### src/rtl/reg_arb_pkg.sv
// Shared types and widths for the register-file write arbiter.
package reg_arb_pkg;

   typedef enum logic {
      ARB   = 1'b0,
      CLEAR = 1'b1
   } arb_state_e;

   localparam int unsigned REG_W     = 16;
   localparam int unsigned REG_IDX_W = 3;
   localparam int unsigned NUM_REGS  = 8;

endpackage

### src/rtl/rr_pick.sv
// Rotating-priority picker: first valid requester at or above ptr, wrapping modulo N.
module rr_pick #(
   parameter int unsigned N  = 4,
   parameter int unsigned PW = $clog2(N)
) (
   input  logic [N-1:0]  valid,
   input  logic [PW-1:0] ptr,
   output logic [N-1:0]  grant,
   output logic [PW-1:0] idx
);

   logic found;

   always_comb begin
      grant = '0;
      idx   = '0;
      found = 1'b0;
      for (int unsigned i = 0; i < N; i++) begin
         int unsigned j;
         logic [PW-1:0] jj;
         j = 32'(ptr) + i;
         if (j >= N) j = j - N;
         jj = PW'(j);
         if (!found && valid[jj]) begin
            found     = 1'b1;
            grant[jj] = 1'b1;
            idx       = jj;
         end
      end
   end

endmodule

### src/rtl/reg_write_arbiter.sv
// Round-robin arbiter for register-file writes, with an 8-cycle clear sequence
// that zeroes every register and takes priority over pending requests.
module reg_write_arbiter
   import reg_arb_pkg::*;
#(
   parameter  int unsigned NUM_REQ = 4,
   localparam int unsigned PTR_W   = $clog2(NUM_REQ)
) (
   input  logic                                Clk,
   input  logic                                Reset,
   input  logic [NUM_REQ-1:0]                  req_valid,
   input  logic [NUM_REQ-1:0][REG_IDX_W-1:0]   req_dr,
   input  logic [NUM_REQ-1:0][REG_W-1:0]       req_data,
   output logic [NUM_REQ-1:0]                  req_ready,
   input  logic                                clr_start,
   output logic                                clr_busy,
   output logic                                LD_REG,
   output logic [REG_IDX_W-1:0]                DR,
   output logic [REG_W-1:0]                    Bus
);

   arb_state_e           state_q, state_d;
   logic [PTR_W-1:0]     rr_ptr_q, rr_ptr_d;
   logic [REG_IDX_W-1:0] cnt_q, cnt_d;
   logic                 ld_q, ld_d;
   logic [REG_IDX_W-1:0] dr_q, dr_d;
   logic [REG_W-1:0]     bus_q, bus_d;
   logic                 clr_busy_q, clr_busy_d;

   logic [NUM_REQ-1:0]   grant;
   logic [PTR_W-1:0]     grant_idx;

   rr_pick #(
      .N  (NUM_REQ),
      .PW (PTR_W)
   ) u_rr_pick (
      .valid (req_valid),
      .ptr   (rr_ptr_q),
      .grant (grant),
      .idx   (grant_idx)
   );

   // Next-state, write-port and handshake decode.
   always_comb begin
      state_d   = state_q;
      rr_ptr_d  = rr_ptr_q;
      cnt_d     = cnt_q;
      ld_d      = 1'b0;
      dr_d      = dr_q;
      bus_d     = bus_q;
      req_ready = '0;
      case (state_q)
         ARB: begin
            if (clr_start) begin
               cnt_d   = '0;
               state_d = CLEAR;
            end else begin
               req_ready = grant & {NUM_REQ{Reset}};
               if (|grant) begin
                  ld_d     = 1'b1;
                  dr_d     = req_dr[grant_idx];
                  bus_d    = req_data[grant_idx];
                  rr_ptr_d = (grant_idx == PTR_W'(NUM_REQ - 1)) ? '0
                                                                : grant_idx + PTR_W'(1);
               end
            end
         end
         CLEAR: begin
            ld_d  = 1'b1;
            dr_d  = cnt_q;
            bus_d = '0;
            cnt_d = cnt_q + REG_IDX_W'(1);
            if (cnt_q == REG_IDX_W'(NUM_REGS - 1)) state_d = ARB;
         end
         default: state_d = ARB;
      endcase
      clr_busy_d = (state_d == CLEAR);
   end

   always_ff @(posedge Clk or negedge Reset) begin
      if (!Reset) begin
         state_q    <= ARB;
         rr_ptr_q   <= '0;
         cnt_q      <= '0;
         ld_q       <= 1'b0;
         dr_q       <= '0;
         bus_q      <= '0;
         clr_busy_q <= 1'b0;
      end else begin
         state_q    <= state_d;
         rr_ptr_q   <= rr_ptr_d;
         cnt_q      <= cnt_d;
         ld_q       <= ld_d;
         dr_q       <= dr_d;
         bus_q      <= bus_d;
         clr_busy_q <= clr_busy_d;
      end
   end

   assign LD_REG   = ld_q;
   assign DR       = dr_q;
   assign Bus      = bus_q;
   assign clr_busy = clr_busy_q;

endmodule
### config.mk
export PLATFORM = sky130hd
export DESIGN_NAME = reg_write_arbiter
export DESIGN_NICKNAME = d
export VERILOG_FILES = /design/src/rtl/reg_arb_pkg.sv /design/src/rtl/rr_pick.sv /design/src/rtl/reg_write_arbiter.sv
export SDC_FILE = /design/constraint.sdc
export NUM_CORES = 1
export LEC_CHECK = 0
export CAP_MARGIN = 20
export CORE_MARGIN = 2
export CORE_UTILIZATION = 43
export DETAILED_ROUTE_END_ITERATION = 8
export GPL_TIMING_DRIVEN = 0
export PLACE_DENSITY = 0.81
export SYNTH_ARGS = -nofsm -noshare
export SYNTH_HDL_FRONTEND = slang
export SYNTH_SLANG_ARGS = --single-unit
### constraint.sdc
create_clock -name Clk -period 4.2 [get_ports Clk]
set_input_delay 0.84 -clock Clk [delete_from_list [all_inputs] [get_ports Clk]]
set_output_delay 0.84 -clock Clk [all_outputs]
set_load 0.01 [all_outputs]
After elaboration in Yosys (flattened, before gate mapping)
Index checks and enable logic that the tools add are counted.
- order comparisons: 13
- shift-type cells: 0
- equality and inequality tests: 5
- bitwise logic cells: 6
- reduce and logical (&&, ||, !) cells: 13
- div/mod/pow operators: 0
- $add $sub $neg: 9
- multiplexer cells: 52
- multipliers: 0
- operators by type and width (cell ; number):
    16-bit 2-to-1 mux ; 3
    16-bit binary-select mux with 2-bit select ; 1
    16-bit one-hot mux with 2 select lines ; 1
    4-bit 2-to-1 mux ; 6
    2-bit 2-to-1 mux ; 9
    2-bit by 3-bit < comparator with 1-bit output, second input constant ; 5
    1-bit 2-to-1 mux ; 15
    3-bit 2-to-1 mux ; 4
    4-bit OR ; 3
    3-bit one-hot mux with 2 select lines ; 2
    3-bit >= comparator, second input constant ; 3
    1-bit binary-select mux with 2-bit select ; 4
    1-bit demux with 2-bit select ; 4
    2-bit by 1-bit >= comparator with 1-bit output, second input constant ; 4
    2-bit by 1-bit subtractor with 2-bit output, second input constant ; 4
    1-bit logical AND ; 7
    2-bit by 2-bit adder with 3-bit output, second input constant ; 2
    3-bit binary-select mux with 2-bit select ; 1
    2-bit != test, second input constant ; 3
    4-bit bitwise AND ; 1
    1-bit one-hot mux with 2 select lines ; 2
    4-bit OR reduction ; 1
    2-bit by 1-bit adder with 3-bit output, second input constant ; 1
    3-bit by 1-bit adder with 3-bit output, second input constant ; 1
    other kinds (8) ; 11
- input port bits: 83
- memories kept: 0
- bits in read-only memories: 0
- bits in latches: 0
- bits in registers: 26
- RAM bits: 0

Longest topological paths before layout
Gate-level depths: netlist of run 1.
- depth after elaboration: 19
- gate-level depth with buffers: 13
- gate-level depth less buffers: 9

By module
From an unflattened synthesis of run 1, not the netlist that was laid out.
- cells, all modules: 161
- area, all modules: 2025.7 um2
- by module, submodules not included (module ; times used ; cells an instance ; area an instance (um2) ; seq. area each (um2)):
    reg_write_arbiter ; 1 ; 96 ; 1536.5 ; 650.6
    rr_pick ; 1 ; 65 ; 489.2 ; 0.0

Worst setup path after synthesis of run 1
OpenSTA, ideal clock, no wires.
- kind: register -> output
- start point: reg rr_ptr_q[0]
- end point: out req_ready[3]
- arrival: 2.205 ns
- slack: 1.155 ns
- stages on the path, launching flop included: 10
- required time: 3.360 ns
- path through: dfrtp_1 -> buf_4 -> inv_12 -> ha_1 -> buf_4 -> or3b_1 -> a2111o_1 -> nand3_2 -> a2bb2oi_1 -> nor2_1
- word-level cells in the longest chain between the ends: 17
- ends and longest elaborated chain (item ; RTL line ; source):
    start, declared ; reg_write_arbiter.sv:23 ; logic [PTR_W-1:0] rr_ptr_q, rr_ptr_d;
    start signal, assigned ; reg_write_arbiter.sv:91 ; rr_ptr_q <= rr_ptr_d;
    parallel branches: the longest is 13 deep, another holds 2-bit by 1-bit adder with 3-bit output ; -- ;
    4-bit 2-to-1 mux (*) ; rr_pick.sv:24 ; if (!found && valid[jj]) begin
    4-bit bitwise AND (*) ; reg_write_arbiter.sv:58 ; req_ready = grant & {NUM_REQ{Reset}};
    4-bit 2-to-1 mux (*) ; reg_write_arbiter.sv:54 ; if (clr_start) begin
    4-bit 2-to-1 mux (*) ; reg_write_arbiter.sv:52 ; case (state_q)
    end, declared ; reg_write_arbiter.sv:14 ; output logic [NUM_REQ-1:0] req_ready,
Every way passes the cells marked *. The select of a mux whose other input is x is not followed.

Worst setup path after layout of run 1
- start point: in req_valid[3]
- end point: out req_ready[2]
- word-level cells in the longest chain between the ends: 15
- ends and longest elaborated chain (item ; RTL line ; source):
    start, declared ; reg_write_arbiter.sv:11 ; input logic [NUM_REQ-1:0] req_valid,
    1-bit binary-select mux with 2-bit select ; rr_pick.sv:24 ;
    1-bit 2-to-1 mux (implied by the code) ; rr_pick.sv:24 ;
    1-bit 2-to-1 mux ; rr_pick.sv:24 ;
    1-bit logical NOT ; rr_pick.sv:24 ;
    1-bit logical AND ; rr_pick.sv:24 ;
    1-bit 2-to-1 mux ; rr_pick.sv:24 ;
    1-bit logical NOT ; rr_pick.sv:24 ;
    1-bit logical AND ; rr_pick.sv:24 ;
    1-bit 2-to-1 mux ; rr_pick.sv:24 ;
    1-bit logical NOT ; rr_pick.sv:24 ;
    1-bit logical AND ; rr_pick.sv:24 ;
    4-bit 2-to-1 mux (*) ; rr_pick.sv:24 ;
    4-bit bitwise AND (*) ; reg_write_arbiter.sv:58 ;
    4-bit 2-to-1 mux (*) ; reg_write_arbiter.sv:54 ;
    4-bit 2-to-1 mux (*) ; reg_write_arbiter.sv:52 ;
Mark *: on every way between the ends. The rest lies on a longest branch, timed or not. The select of a mux whose other input is x is not followed.

==> results.yml, run 1 <==
worst_setup_path:
  cp.arrival_ns: 3.21
  reg2reg_depth: 13
  required_ns: 3.36
  critical_path_class: "primary input to primary output"
  cp_max_fo: 10
  critPathLaunchType: "primary input"
  cp-end-kind: "primary output"
global_route:
  antenna_found_initial: 0
  grt_pass1_vias: 2336
  grt_first_pass_wirelength_mm: 10.70
  grt-ovfl-total: 0
  grt_max_degree: 17
  grt_use_total_pct: 21.54
floorplan:
  core_area_um2: 5473
  die_w_um: 78.88
  die_area_um2: 6222
  die_h_um: 78.88
  rows: 27
  start_util_pct: 44.06
  io_pins: 108
cts:
  max-clock-path-buffers: 2
  htree_levels: 1
  clock-sinks: 26
  cts_tree: "built"
  cts_resized: 0
  clk_latency_ns: 0.28
  postCtsSetupBuffers: 0
  ctsHoldBuffers: 0
  root_buffer: "clkbuf_8"
  cts_buffers: 3
  path_clk_slew_ns: 0.10
placed_design:
  gp_congestion: 0.8525
  pre_cts_slack_ns: 0.1209
  dp_hpwl_mm: 5.354
  placed_area_um2: 3590
  port_buffers: 106
layout:
  n_antenna_cell: 0
  n_fill_cell: 481
  seq_area_um2: 650.6
  final_cell_area_um2: 3685
  syn_to_final_growth_pct: 52.83
  multi_input_area_um2: 1568
  nets: 432
  final_layout_size_suffix_gt1_share_pct: 14.08
sta:
  finalClockSkew_ns: 0.01139
  min_period_ns: 4.046
  hold_viol: 0
  maxSlewHeadroom_pct: 55.78
  finalSetupTns_ns: 0
  timing.fmax_ghz: 0.2472
  worst_slack_ns: 0.1544
  tightest_slew_ns: 0.6612
  finalCritPeriodShare_pct: 96.32
  setup_viol: 0
  rsz0062_at_grt: "no"
  drv_slew: 0
power:
  leakagePower_nw: 1.608
  ir_drop_v: 0.0003991
  powerDensity_nw_per_um2: 648.4
routing:
  vias_per_cell: 5.446
  drtIter0Drc: 64
  wl_per_cell_um: 16.30
  dr.pass1.iters: 4
  vias: 2249
  wl_mm: 6.730
  route.detailed.drc: 0
  ant_nets: 0
yosys:
  yosys-top-cells-area: "dfrtp_1 (27%), mux2i_1 (27%), a22o_1 (5.1%)"
  post_synth_num_cell_types: 48
  yosysWarnings: 0
  synth.avg_cell_area_um2: 10.48
  syn-num-nets: 320
  ys_ff_latch: 26
  syn_area_um2: 2411
  synth_cells: 230
  synth_top_area_cell: "dfrtp_1"
  synthTopCellsByCount: "mux2i_1 (65), dfrtp_1 (26), nor2_1 (15)"
  synth.top_cell.area_share_pct: 26.98
  postSynth.asyncResetShare_pct: 100.0
  ys_seq_area_share_pct: 26.98
  synth_ff_type: "dfrtp_1"
  yosysMostFrequentCell: "mux2i_1"
  synth_edf_count: 0
job:
  drv_cap: 0
status:
  status: "finished, final reports clean"
min_path:
  holdPathStages: 2
  hold_class: "flop to flop"
final timing paths:
path,startpoint,end,slack [ns]
min in group asynchronous,Reset,DR[0],0.96
worst max-delay path,req_valid[3],req_ready[2],0.15
worst min register to register,cnt_q[0],cnt_q[0],0.52
worst max register to register,rr_ptr_q[1],Bus[13],0.82
max in group asynchronous,Reset,Bus[0],2.73
worst min-delay path,cnt_q[0],cnt_q[0],0.52
area by class of cell:
type,instances,area share [%]
Multi-Input combinational cell,179,42.55
Clock inverter,1,0.8149
Sequential cell,26,17.66
Timing Repair Buffer,107,29.54
Buffer,19,4.924
Tap cell,72,2.445
Clock buffer,3,1.121
Inverter,6,0.9508
metal layers:
metal  wire length (um)  vias up  track usage [%]
met2               3555       83            40.85
met3                474       10            5.909
met5                  0        -                0
li1                   -     1086                -
met1               2592     1070            22.98
met4                108        0            6.897
placed cells by master (no fill, tap or decap), types with 5 or more instances in the layout:
cell type,netlist,layout
mux2i_1,65,62
o22ai_1,8,8
nor2_1,15,15
nand2b_1,5,5
clkdlybuf4s50_1,0,106
nand2_1,12,12
a22o_1,14,14
buf_4,5,5
mux2_2,5,5
ha_1,7,7
buf_6,9,9
inv_1,5,5
dfrtp_1,26,26
worst max-delay path: stages:
cell and delay, ns:
clkdlybuf4s50_1 0.46, clkbuf_1 0.25, mux2i_2 0.32, o22ai_1 0.18
a2111oi_4 0.37, a2bb2oi_2 0.22, nor2_1 0.07, clkdlybuf4s50_1 0.48
power breakdown:
group	switching, mW	leakage [nW]	internal, mW
Combinational	0.877	1.24	0.909
Clock	0.0828	0.0357	0.128
Sequential	0.0597	0.335	0.333
Total	1.02	1.61	1.37
sequential cells by signal, summed over array words and instances, names as in the netlist:
name and cells:
Bus 16, DR 3, LD_REG 1, clr_busy 1, cnt_q 3, rr_ptr_q 2
metrics by stage:
step | hold slack [ns] | cells | util (%) | total power, mW
floorplan | 0.4658 | 230 | - | 1.685
detailed placement | 0.4930 | 409 | 65.59 | 2.141
global placement | 0.4866 | 408 | 65.09 | 2.105
global route | 0.5281 | 413 | 67.33 | 2.554
finish | 0.5183 | 413 | 67.33 | 2.389
CTS | 0.5195 | 413 | 66.90 | 2.359
kinds of logic after synthesis:
logic type	share of synthesized area, %
DFF	26.98
muxes	31.19
adders and majority gates	3.632
AOI/OAI and AO/OA	17.64
and+or+nand+nor	11.21
xor gates and xnor gates	0.3633
buffers and inverters	8.978
(Power assumes the default switching activity.)
==> run 2, diff against run 1 <==
--- a/config.mk
+++ b/config.mk
@@ -9,8 +9,9 @@
 export CORE_MARGIN = 2
 export CORE_UTILIZATION = 43
 export DETAILED_ROUTE_END_ITERATION = 8
+export GPL_ROUTABILITY_DRIVEN = 0
 export GPL_TIMING_DRIVEN = 0
-export PLACE_DENSITY = 0.81
+export PLACE_DENSITY = 0.82
 export SYNTH_ARGS = -nofsm -noshare
 export SYNTH_HDL_FRONTEND = slang
 export SYNTH_SLANG_ARGS = --single-unit
==> results.yml, run 2 (synthesis gave the netlist of run 1 again) <==
global_route:
  grt_pass1_vias: 2310
  grt-ovfl-total: 0
  grt_first_pass_wirelength_mm: 10.65
  antenna_found_initial: 0
  grt_use_total_pct: 21.40
  grt_max_degree: 22
placed_design:
  port_buffers: 106
  dp_hpwl_mm: 5.170
floorplan:
  start_util_pct: 44.06
  die_w_um: 78.88
  rows: 27
  die_h_um: 78.88
  die_area_um2: 6222
  io_pins: 108
  core_area_um2: 5473
job:
  drv_cap: 0
worst_setup_path:
  reg2reg_depth: 13
  cpLargestDelayFamily: "buffers and inverters"
  critical_path_class: "primary input to primary output"
  critical_path.max_stage_delay_ns: 0.48
  slowest_stage: "clkdlybuf4s50_1"
  critPathLaunchType: "primary input"
  crit_cells: 8
  crit_end: "req_ready[2]"
  cp-end-kind: "primary output"
  cp_common_cell: "clkdlybuf4s50_1"
  cp.arrival_ns: 3.23
  r2r-end: "Bus[15]"
  rr_startpoint: "rr_ptr_q[0]"
  r2r_slack_ns: 0.80
  crit_chain: "clkdlybuf4s50_1 > clkbuf_1 > mux2i_1 > o22ai_1 > a2111oi_4 > a2bb2oi_2 > nor2_1 > clkdlybuf4s50_1"
  required_ns: 3.36
  cp-startpoint: "req_valid[3]"
  cp_max_fo: 10
  cp_num_buf_inv: 3
power:
  ir_drop_v: 0.0003790
  powerDensity_nw_per_um2: 646.1
  leakagePower_nw: 1.602
sta:
  tightest_slew_ns: 0.4984
  drv_slew: 0
  setup_viol: 0
  finalSetupTns_ns: 0
  min_period_ns: 4.071
  finalCritPeriodShare_pct: 96.93
  hold_slack_ns: 0.5205
  timing.fmax_ghz: 0.2456
  maxSlewHeadroom_pct: 66.65
  hold_viol: 0
  rsz0062_at_grt: "no"
  finalClockSkew_ns: 0.004426
min_path:
  hold_class: "flop to flop"
layout:
  syn_to_final_growth_pct: 51.89
  layout_common_cells: "clkdlybuf4s50_1 (106), mux2i_1 (63), dfrtp_1 (26)"
  mostFrequentLayoutCell: "clkdlybuf4s50_1"
  n_fill_cell: 467
  final_layout_size_suffix_gt1_share_pct: 13.49
  n_antenna_cell: 0
  largest_reg_flops: 16
  nets: 432
routing:
  route.detailed.drc: 0
  dr.pass1.iters: 4
  drtIter0Drc: 72
  vias: 2238
  vias_per_cell: 5.419
  ant_nets: 0
  wl_mm: 6.656
  wl_per_cell_um: 16.12
cts:
  root_buffer: "clkbuf_8"
  cts_buffers: 3
  htree_levels: 1
  clk_latency_ns: 0.28
  clock-sinks: 26
  max-clock-path-buffers: 2
  cts_tree: "built"
  postCtsSetupBuffers: 0
  path_clk_slew_ns: 0.09
status:
  status: "finished, final reports clean"
==> run 2: cell count changes in the layout (fill, tap and decap cells not counted) <==
cell,change
a2bb2oi_1,+1
buf_16,-1
a2bb2oi_2,-1
mux2i_2,-1
buf_8,+1
mux2i_1,+1
==> run 2: stage by stage <==
step	area, um^2	util [%]	instances	setup WS [ns]	power (mW)
2_1_floorplan	2411	-	230	1.155	1.685
3_3_place_gp	3562	65.09	408	0.1550	2.100
3_5_place_dp	3577	65.36	409	0.1421	2.134
4_1_cts	3649	66.67	413	0.06047	2.351
5_1_grt	3662	66.92	413	0.0002289	2.522
6_report	3662	66.92	413	0.1289	2.366
==> run 2: area by class of cell <==
| cell class | count | area (um^2) | share of cell area [%] |
|---|---|---|---|
| multi-input cells | 179 | 1558 | 42.53 |
| repair buffers | 107 | 1076 | 29.38 |
| flip-flops and latches | 26 | 650.6 | 17.77 |
| plain buffers | 19 | 181.4 | 4.954 |
| well taps | 72 | 90.09 | 2.460 |
| clock buffers | 3 | 41.29 | 1.127 |
| inverters | 6 | 35.03 | 0.9566 |
| clock inverters | 1 | 30.03 | 0.8200 |
==> run 2: routing by layer <==
| metal | vias to the layer above | global-route usage (%) | wire (um) |
|---|---|---|---|
| met3 | 12 | 5.114 | 435 |
| met4 | 0 | 7.414 | 120 |
| met5 | - | 0 | 0 |
| li1 | 1086 | - | - |
| met1 | 1047 | 24.71 | 2763 |
| met2 | 93 | 38.63 | 3337 |
==> run 2: report_power, final <==
group / switching [mW] / leakage, nW / internal (mW)
clock: 0.0831 / 0.0357 / 0.128
sequential: 0.0599 / 0.335 / 0.334
combinational: 0.863 / 1.23 / 0.899
==> run 2: repair_timing <==
item	CTS	global route
hold buffers	0	0
setup endpoints to repair	0	4
resized for setup	0	3
==> run 2: worst min-delay path by stage <==
stage	start	end	slack, ns	cells after the start
after CTS	Bus[2]	Bus[2]	0.52	1
after global placement	Bus[12]	Bus[12]	0.49	1
after detailed placement	Bus[10]	Bus[10]	0.49	1
final	Bus[4]	Bus[4]	0.52	1
after floorplan	cnt_q[0]	cnt_q[0]	0.47	2
after global routing	Bus[4]	Bus[4]	0.54	1
